`config.mk`:
```
export PLATFORM = sky130hd
export DESIGN_NAME = audio_mem_sequencer
export DESIGN_NICKNAME = d
export VERILOG_FILES = /design/src/rtl/audio_mem_sequencer.sv
export SDC_FILE = /design/constraint.sdc
export NUM_CORES = 1
export LEC_CHECK = 0
export CORE_ASPECT_RATIO = 0.6
export CORE_MARGIN = 2
export CORE_UTILIZATION = 40
export DETAILED_ROUTE_END_ITERATION = 8
export GPL_TIMING_DRIVEN = 0
export PLACE_DENSITY = 0.66
export SLEW_MARGIN = 15
export SYNTH_ARGS = -nofsm -noshare
export SYNTH_HDL_FRONTEND = slang
export SYNTH_SLANG_ARGS = --single-unit
```
`constraint.sdc`:
```
create_clock -name i_clk -period 2 [get_ports i_clk]
set_input_delay 0.2 -clock i_clk [delete_from_list [all_inputs] [get_ports i_clk]]
set_output_delay 0.2 -clock i_clk [all_outputs]
set_load 0.02 [all_outputs]
```
`src/rtl/audio_mem_sequencer.sv`:
```
// Record/playback sequencer for the SRAM audio-memory port.
// Converts commands and sample strobes into single-cycle access requests.
`timescale 1ns/1ps
module audio_mem_sequencer #(
  parameter int TIMEOUT = 16,
  parameter int CNT_W   = 20
) (
  input  logic             i_clk,
  input  logic             i_rst,
  input  logic             i_cmd_start,
  input  logic             i_cmd_pause,
  input  logic             i_cmd_stop,
  input  logic             i_rec,
  input  logic             i_fast,
  input  logic [2:0]       i_speed,
  input  logic             i_sample_stb,
  output logic             o_mem_start,
  output logic             o_mem_mode,
  output logic [2:0]       o_mem_next_num,
  output logic             o_mem_clear,
  input  logic             i_mem_fin,
  input  logic             i_mem_valid,
  output logic             o_hold,
  output logic [2:0]       o_state,
  output logic             o_done,
  output logic             o_overrun,
  output logic             o_timeout,
  output logic [CNT_W-1:0] o_sample_cnt
);

  localparam int TW = $clog2(TIMEOUT + 1);

  typedef enum logic [2:0] {
    S_IDLE  = 3'd0,
    S_REC   = 3'd1,
    S_PLAY  = 3'd2,
    S_PAUSE = 3'd3,
    S_WAIT  = 3'd4
  } state_e;

  state_e           state_q, state_d;
  state_e           saved_q, saved_d;
  logic             mode_q, mode_d;
  logic             fast_q, fast_d;
  logic [2:0]       speed_q, speed_d;
  logic [2:0]       nn_q, nn_d;
  logic [2:0]       div_q, div_d;
  logic             pend_q, pend_d;
  logic [TW-1:0]    tmo_q, tmo_d;
  logic [CNT_W-1:0] cnt_q, cnt_d;
  logic             start_q, start_d;
  logic             clear_q, clear_d;
  logic             hold_q, hold_d;
  logic             done_q, done_d;
  logic             ovr_q, ovr_d;
  logic             tflag_q, tflag_d;
  logic             slow;
  logic             pend_nxt;

  // Slow playback only divides strobes when speed is above 1x.
  assign slow = (state_q == S_PLAY) && !fast_q && (speed_q != 3'd0);
  assign pend_nxt = pend_q | i_cmd_pause;

  always_comb begin
    state_d = state_q;
    saved_d = saved_q;
    mode_d  = mode_q;
    fast_d  = fast_q;
    speed_d = speed_q;
    nn_d    = nn_q;
    div_d   = div_q;
    pend_d  = pend_q;
    tmo_d   = tmo_q;
    cnt_d   = cnt_q;
    start_d = 1'b0;
    clear_d = 1'b0;
    hold_d  = 1'b0;
    done_d  = 1'b0;
    ovr_d   = ovr_q;
    tflag_d = tflag_q;
    if (i_cmd_stop) begin
      state_d = S_IDLE;
      clear_d = 1'b1;
      pend_d  = 1'b0;
    end else begin
      case (state_q)
        S_IDLE: begin
          if (i_cmd_start && !i_cmd_pause) begin
            mode_d  = i_rec;
            fast_d  = i_fast;
            speed_d = i_speed;
            nn_d    = (!i_rec && i_fast) ? i_speed : 3'd0;
            clear_d = 1'b1;
            cnt_d   = '0;
            ovr_d   = 1'b0;
            tflag_d = 1'b0;
            div_d   = 3'd0;
            pend_d  = 1'b0;
            state_d = i_rec ? S_REC : S_PLAY;
            saved_d = i_rec ? S_REC : S_PLAY;
          end
        end
        S_REC, S_PLAY: begin
          if (i_cmd_pause) begin
            state_d = S_PAUSE;
          end else if (i_sample_stb) begin
            if (slow) begin
              div_d = (div_q == speed_q) ? 3'd0 : div_q + 3'd1;
              if (div_q == 3'd0) begin
                start_d = 1'b1;
                tmo_d   = '0;
                state_d = S_WAIT;
              end else begin
                hold_d = 1'b1;
              end
            end else begin
              start_d = 1'b1;
              tmo_d   = '0;
              state_d = S_WAIT;
            end
          end
        end
        S_PAUSE: begin
          if (i_cmd_start && !i_cmd_pause) state_d = saved_q;
        end
        S_WAIT: begin
          pend_d = pend_nxt;
          if (i_sample_stb) ovr_d = 1'b1;
          if (i_mem_fin) begin
            pend_d = 1'b0;
            if (i_mem_valid) begin
              if (cnt_q != '1) cnt_d = cnt_q + 1'b1;
              state_d = pend_nxt ? S_PAUSE : saved_q;
            end else begin
              done_d  = 1'b1;
              state_d = S_IDLE;
            end
          end else if (tmo_q == TW'(TIMEOUT - 1)) begin
            tflag_d = 1'b1;
            pend_d  = 1'b0;
            state_d = S_IDLE;
          end else begin
            tmo_d = tmo_q + 1'b1;
          end
        end
        default: state_d = S_IDLE;
      endcase
    end
  end

  always_ff @(posedge i_clk or posedge i_rst) begin
    if (i_rst) begin
      state_q <= S_IDLE;
      saved_q <= S_IDLE;
      mode_q  <= 1'b0;
      fast_q  <= 1'b0;
      speed_q <= 3'd0;
      nn_q    <= 3'd0;
      div_q   <= 3'd0;
      pend_q  <= 1'b0;
      tmo_q   <= '0;
      cnt_q   <= '0;
      start_q <= 1'b0;
      clear_q <= 1'b0;
      hold_q  <= 1'b0;
      done_q  <= 1'b0;
      ovr_q   <= 1'b0;
      tflag_q <= 1'b0;
    end else begin
      state_q <= state_d;
      saved_q <= saved_d;
      mode_q  <= mode_d;
      fast_q  <= fast_d;
      speed_q <= speed_d;
      nn_q    <= nn_d;
      div_q   <= div_d;
      pend_q  <= pend_d;
      tmo_q   <= tmo_d;
      cnt_q   <= cnt_d;
      start_q <= start_d;
      clear_q <= clear_d;
      hold_q  <= hold_d;
      done_q  <= done_d;
      ovr_q   <= ovr_d;
      tflag_q <= tflag_d;
    end
  end

  assign o_mem_start    = start_q;
  assign o_mem_mode     = mode_q;
  assign o_mem_next_num = nn_q;
  assign o_mem_clear    = clear_q;
  assign o_hold         = hold_q;
  assign o_state        = state_q;
  assign o_done         = done_q;
  assign o_overrun      = ovr_q;
  assign o_timeout      = tflag_q;
  assign o_sample_cnt   = cnt_q;

endmodule
```
==> impl_metrics.tcl, run 1 <==
set metrics [dict create \
    syn_inst 295 \
    fp.dieH_microns 66.6 \
    start_util 0.420 \
    post-route-drc-count 0 \
    timing.critical_path.cells "or3_4 > buf_6 > a2111oi_4 > o31ai_4 > or4_1 > a21oi_2" \
    vdd_ir_drop_max_mv 0.478 \
    cts_inserted_buffers 5 \
    cpPeakStageDelay_ns 0.45 \
    antenna_left 0 \
    clock_tree.buffer_depth 2 \
    main_combinational_cell_family_by_area_after_synthesis "simple AND/OR/NAND/NOR gates" \
    drv.max_cap_violation_count 0 \
    worst-endpoint-required_ns 2.22 \
    worst_hold_path.num_cells 2 \
    whs_ns 0.100 \
    violations "setup timing" \
    async_flop_share 1.00 \
    violation_count_after_the_first_detailed_route_iteration 129 \
    critPathArrivalTime_ns 2.27 \
    path_delay_family "simple AND/OR/NAND/NOR gates" \
    synth_seq_area_share 0.450 \
    dieWidth_microns 108 \
    library_cell_used_as_clock_root_buffer "clkbuf_8" \
    power_per_cell_area_nw_per_um2 968 \
    htreeDepth 2 \
    grtUsageTotal 0.203 \
    timing.rr.start "o_state[1]" \
    total_leakage_power_uw 0.00148 \
    worst_slew_margin_rel 0.641 \
    synth.cell_area_sq_um 2610 \
    pin_count 46 \
    postSynthAreaPerCell_sq_um 8.85 \
    synth_compound_area_frac 0.156 \
    drt-vias-per-instance 5.48 \
    reg2reg_slack_ns -0.05 \
    hold_viol 0 \
    fillerInstances 566 \
    grt_pass1_wl_mm 11.1 \
    synth-xor-area-share 0.0470 \
    timing.critical_path.slowest_stage_cell "dfrtp_2" \
    crit_path_buffers_inverters 1 \
    ys_top_cells_by_area "dfrtp_1 45%, nand2_1 6.5%, xnor2_1 4.0%" \
    worst-path-max-fanout 6 \
    cts_tree "yes" \
    worst_hold_path.endpoint "o_done" \
    antenna_cells_inserted 0 \
    status "finished, violations left" \
    finalSetupViolCount 9 \
    count_of_flip_flops_with_a_built_in_enable_after_synthesis 0 \
    setup_repair_after_global_routing_missed_its_margin "yes" \
    synth.net_count 313 \
    timing.final.ws_setup_ns -0.0467 \
    gpl.final_weighted_congestion 0.864 \
    global_route.overflow_total 0 \
    final_period_util 1.02 \
    die-area_sq_um 7210 \
    detail_route.wirelength_mm 7.03 \
    area_growth_from_synthesis_to_layout_pct 40.0 \
    worst_hold_startpoint "i_cmd_stop" \
    place.port_buffers 44 \
    clock_transition_at_path_regs_ns 0.10 \
    post-route-min-period_ns 2.05 \
    net_total_in_the_final_layout 377 \
    multiplexer_fraction_of_the_synthesized_cell_area 0.00862 \
    reg2reg_to "o_sample_cnt[19]" \
    dr.pass1.iters 4 \
    synth_most_common_cell "dfrtp_1" \
    start_kind "flip-flop" \
    tightest_slew_ns 0.535 \
    vias 2434 \
    numClockSinks 47 \
    synth_top_area_share 0.450 \
    hpwl_mm 4.84 \
    fin_worst_skew_ns 0.0118 \
    placement.cell_area_sq_um 3190 \
    synth_simple_gate_area_frac 0.263 \
    synth_common_cells "47 x dfrtp_1, 45 x nand2_1, 21 x nor2_1" \
    grt_antenna_before_repair 0 \
    insertion_delay_ns 0.30 \
    worstRegToRegCells 6 \
    core_sq_um 6220 \
    grt_start_max_net_pins 34 \
    yosysUniqueCellTypes 47 \
    max_freq_ghz 0.489 \
    post-route-cell-area_sq_um 3660 \
    row_count 22 \
    timing.setup.tns_ns -0.249 \
    finalMaxSlewViolations 0 \
    setup_crit_end_kind "flip-flop" \
    post_route_cells_drive_above_1_share 0.214 \
    synth_fa_ha_area_frac 0.0240 \
    first_global_vias 2239 \
    postSynth.topFlopCell "dfrtp_1" \
    synth-warning-count 0 \
    post_drt_wl_per_cell_microns 15.8 \
    yosys_register_bits 47 \
    timing.setup.critical_path_class "reg2reg" \
    hold_path.class "in2reg" \
    yosys.area.top_type "dfrtp_1" \
]
[worst max path at each step]
stage	from	cells after the start	slack, ns	to
finish	o_state[1]	6	-0.05	o_sample_cnt[19]
global route	o_state[1]	6	-0.14	o_sample_cnt[19]
CTS	o_state[2]	6	-0.08	o_sample_cnt[15]
detailed placement	i_cmd_pause	6	-0.54	o_sample_cnt[17]
global placement	i_cmd_pause	6	-0.54	o_sample_cnt[17]
floorplan	o_state[1]	8	-0.06	o_sample_cnt[15]
[cells by family after synthesis]
logic type | after synthesis
adder cells (fa/ha/maj) | 5
AND/OR/NAND/NOR | 135
AO/OA/AOI/OAI | 64
flip-flops | 47
multiplexers | 2
buffers and inverters | 28
XOR/XNOR | 14
[through the flow]
stage | utilization | power [uW] | setup slack [ns] | cells
finish | 0.588 | 3540 | -0.0467 | 444
global placement | 0.509 | 2620 | -0.544 | 423
global route | 0.588 | 3790 | -0.144 | 444
CTS | 0.560 | 3430 | -0.0791 | 437
floorplan | - | 2190 | -0.0552 | 295
detailed placement | 0.512 | 2650 | -0.537 | 424
[area by class of cell]
cell class	instances	area, sq um	area share
multi-input cells	220	1560	0.425
flip-flops and latches	47	1180	0.323
repair buffers	61	589	0.161
well taps	84	105	0.0287
clock buffers	6	82.6	0.0226
plain buffers	10	75.1	0.0205
inverters	14	52.6	0.0144
clock inverters	2	16.3	0.00445
[repair_timing]
action / 4_1_cts / 5_1_grt
gates resized for setup: 32 / 29
buffers inserted: 8 / 6
setup endpoints to repair: 36 / 31
hold buffers: 0 / 0
cloned: 1 / 1
pin swaps: 13 / 15
[layer usage]
layer | track usage | up-vias | wire [microns]
li1 | - | 1185 | -
met4 | 0.0465 | 0 | 25
met5 | 0 | - | 0
met1 | 0.322 | 1165 | 3600
met2 | 0.273 | 82 | 2840
met3 | 0.0431 | 2 | 573
[sequential cells by signal, indices dropped and copies added, names as in the netlist, 2 cells and up]
| register | cells |
|---|---|
| tmo_q | 5 |
| div_q | 3 |
| o_sample_cnt | 20 |
| o_state | 3 |
| o_mem_next_num | 3 |
| speed_q | 3 |
| saved_q | 2 |
[layout by cell type (no fill, tap or decap), types with 4 or more instances in the layout]
master	instances
nand2_1	44
dfrtp_1	44
clkdlybuf4s50_1	43
nor2_1	20
a21oi_1	16
o21ai_0	15
buf_4	14
inv_1	13
xnor2_1	12
nand3_1	11
or3_1	8
nand4_1	8
nor4_4	6
clkbuf_8	6
a31oi_1	5
o21ai_1	5
buf_6	4
o31ai_1	4
[power breakdown]
part           leakage [uW]  total (uW)  internal (uW)  switching [uW]
registers          0.000636        1290           1130             164
clock network     0.0000474         612            283             330
logic              0.000794        1630            709             925
total               0.00148        3540           2120            1420
Note: power is estimated with default switching activity, not from simulation.
==> run 2: changes to the inputs <==
CAP_MARGIN = 10   (was default)
PLACE_DENSITY = 0.7   (was 0.66)
==> impl_metrics.tcl, run 2 (synthesis gave the netlist of run 1 again) <==
set metrics [dict create \
    setup_repair_after_global_routing_missed_its_margin "yes" \
    critPathArrivalTime_ns 2.25 \
    grtUsageTotal 0.203 \
    tightest_slew_ns 0.847 \
    vias 2491 \
    worst-path-max-fanout 9 \
    htreeDepth 2 \
    die-area_sq_um 7210 \
    hold_path.class "in2reg" \
    status "finished, violations left" \
    start_util 0.420 \
    dieWidth_microns 108 \
    clock_transition_at_path_regs_ns 0.09 \
    worst_slew_margin_rel 0.431 \
    final_period_util 1.04 \
    violations "setup timing" \
    final_cells 443 \
    post-route-min-period_ns 2.07 \
    final_cell_mix "44 x nand2_1, 42 x dfrtp_1, 42 x clkdlybuf4s50_1" \
    timing.final.ws_setup_ns -0.0721 \
    cts_tree "yes" \
    grt_antenna_before_repair 0 \
    gpl.final_weighted_congestion 0.891 \
    insertion_delay_ns 0.29 \
    dpl.cell_count 424 \
    net_total_in_the_final_layout 376 \
    clock_tree.buffer_depth 2 \
    drv.max_cap_violation_count 0 \
    finalMaxSlewViolations 0 \
    antenna_cells_inserted 0 \
    max_freq_ghz 0.483 \
    library_cell_used_as_clock_root_buffer "clkbuf_8" \
    vdd_ir_drop_max_mv 0.445 \
    worst-endpoint-required_ns 2.18 \
    fin_worst_skew_ns 0.00849 \
    numClockSinks 47 \
    worstRegToRegCells 7 \
    fillerInstances 551 \
    detail_route.wirelength_mm 7.23 \
    setup_crit_end_kind "flip-flop" \
    area_growth_from_synthesis_to_layout_pct 42.5 \
    fp.dieH_microns 66.6 \
    worst_hold_path.num_cells 2 \
    placement.cell_area_sq_um 3190 \
    cts_inserted_buffers 5 \
    drt-vias-per-instance 5.62 \
    power_per_cell_area_nw_per_um2 1020 \
    start_kind "flip-flop" \
    row_count 22 \
    timing.setup.critical_path_class "reg2reg" \
    core_sq_um 6220 \
    hold_viol 0 \
    total_leakage_power_uw 0.00150 \
    post-route-cell-area_sq_um 3720 \
    finalSetupViolCount 15 \
    post_route_cells_drive_above_1_share 0.214 \
    post_drt_wl_per_cell_microns 16.3 \
    largest_register_ff_count 20 \
    pin_count 46 \
    grt_start_max_net_pins 37 \
    first_global_vias 2339 \
    antenna_left 0 \
    post-route-drc-count 0 \
    hpwl_mm 4.91 \
    layout.cells.most_common "nand2_1" \
    violation_count_after_the_first_detailed_route_iteration 192 \
    global_route.overflow_total 0 \
    dr.pass1.iters 5 \
    place.port_buffers 44 \
    grt_pass1_wl_mm 11.5 \
]
run 2: through the flow:
stage	total power, uW	hold slack, ns	setup WS [ns]	TNS [ns]	utilization
2_1_floorplan	2190	0.271	-0.0552	-0.427	-
3_3_place_gp	2610	0.415	-0.525	-25.86	0.509
3_5_place_dp	2660	0.410	-0.520	-11.73	0.512
4_1_cts	3610	0.111	-0.0823	-0.447	0.564
5_1_grt	4020	0.113	-0.162	-2.38	0.598
6_report	3780	0.140	-0.0721	-0.623	0.598
run 2: per-layer routing:
metal,wire (microns),global-route usage,vias up
met3,462,0.0479,8
met4,20,0.0240,0
met2,3070,0.289,99
li1,-,-,1185
met5,0,0,-
met1,3680,0.316,1199
run 2: repair_timing:
item | 4_1_cts | 5_1_grt
pin swaps | 12 | 9
buffers inserted | 6 | 7
hold buffers | 0 | 0
resized for setup | 34 | 35
gates cloned | 1 | 0
endpoints found under the setup margin | 35 | 39
run 2: power breakdown:
group          switching, uW  leakage (uW)  internal [uW]  total (uW)
registers                169      0.000633           1130        1300
logic                    964      0.000804            689        1650
clock network            326     0.0000654            500         826
run 2: final timing paths:
kind	from	to	slack, ns
max	o_state[2]	o_sample_cnt[12]	-0.07
min	i_cmd_stop	o_done	0.14
max reg2reg	o_state[2]	o_sample_cnt[12]	-0.07
min reg2reg	fast_q	fast_q	0.49
max in group asynchronous	i_rst	o_state[2]	1.34
min in group asynchronous	i_rst	o_overrun	0.16
run 2: worst max-delay path, cell delays in order, from the launching register on:
cell,delay [ns]
dfrtp_2,0.44
or3b_4,0.40
buf_4,0.15
a211o_1,0.28
buf_6,0.17
nor4_4,0.27
xnor2_1,0.16
nor2_1,0.07
run 2: area by class of cell:
type	count	area [sq um]	area share
buffer	11	80.1	0.0215
clock buffer	6	72.6	0.0195
clock inverter	2	60.1	0.0161
inverter	14	52.6	0.0141
multi-input combinational	220	1600	0.430
sequential	47	1180	0.318
tap	84	105	0.0282
timing repair buffer	59	567	0.152
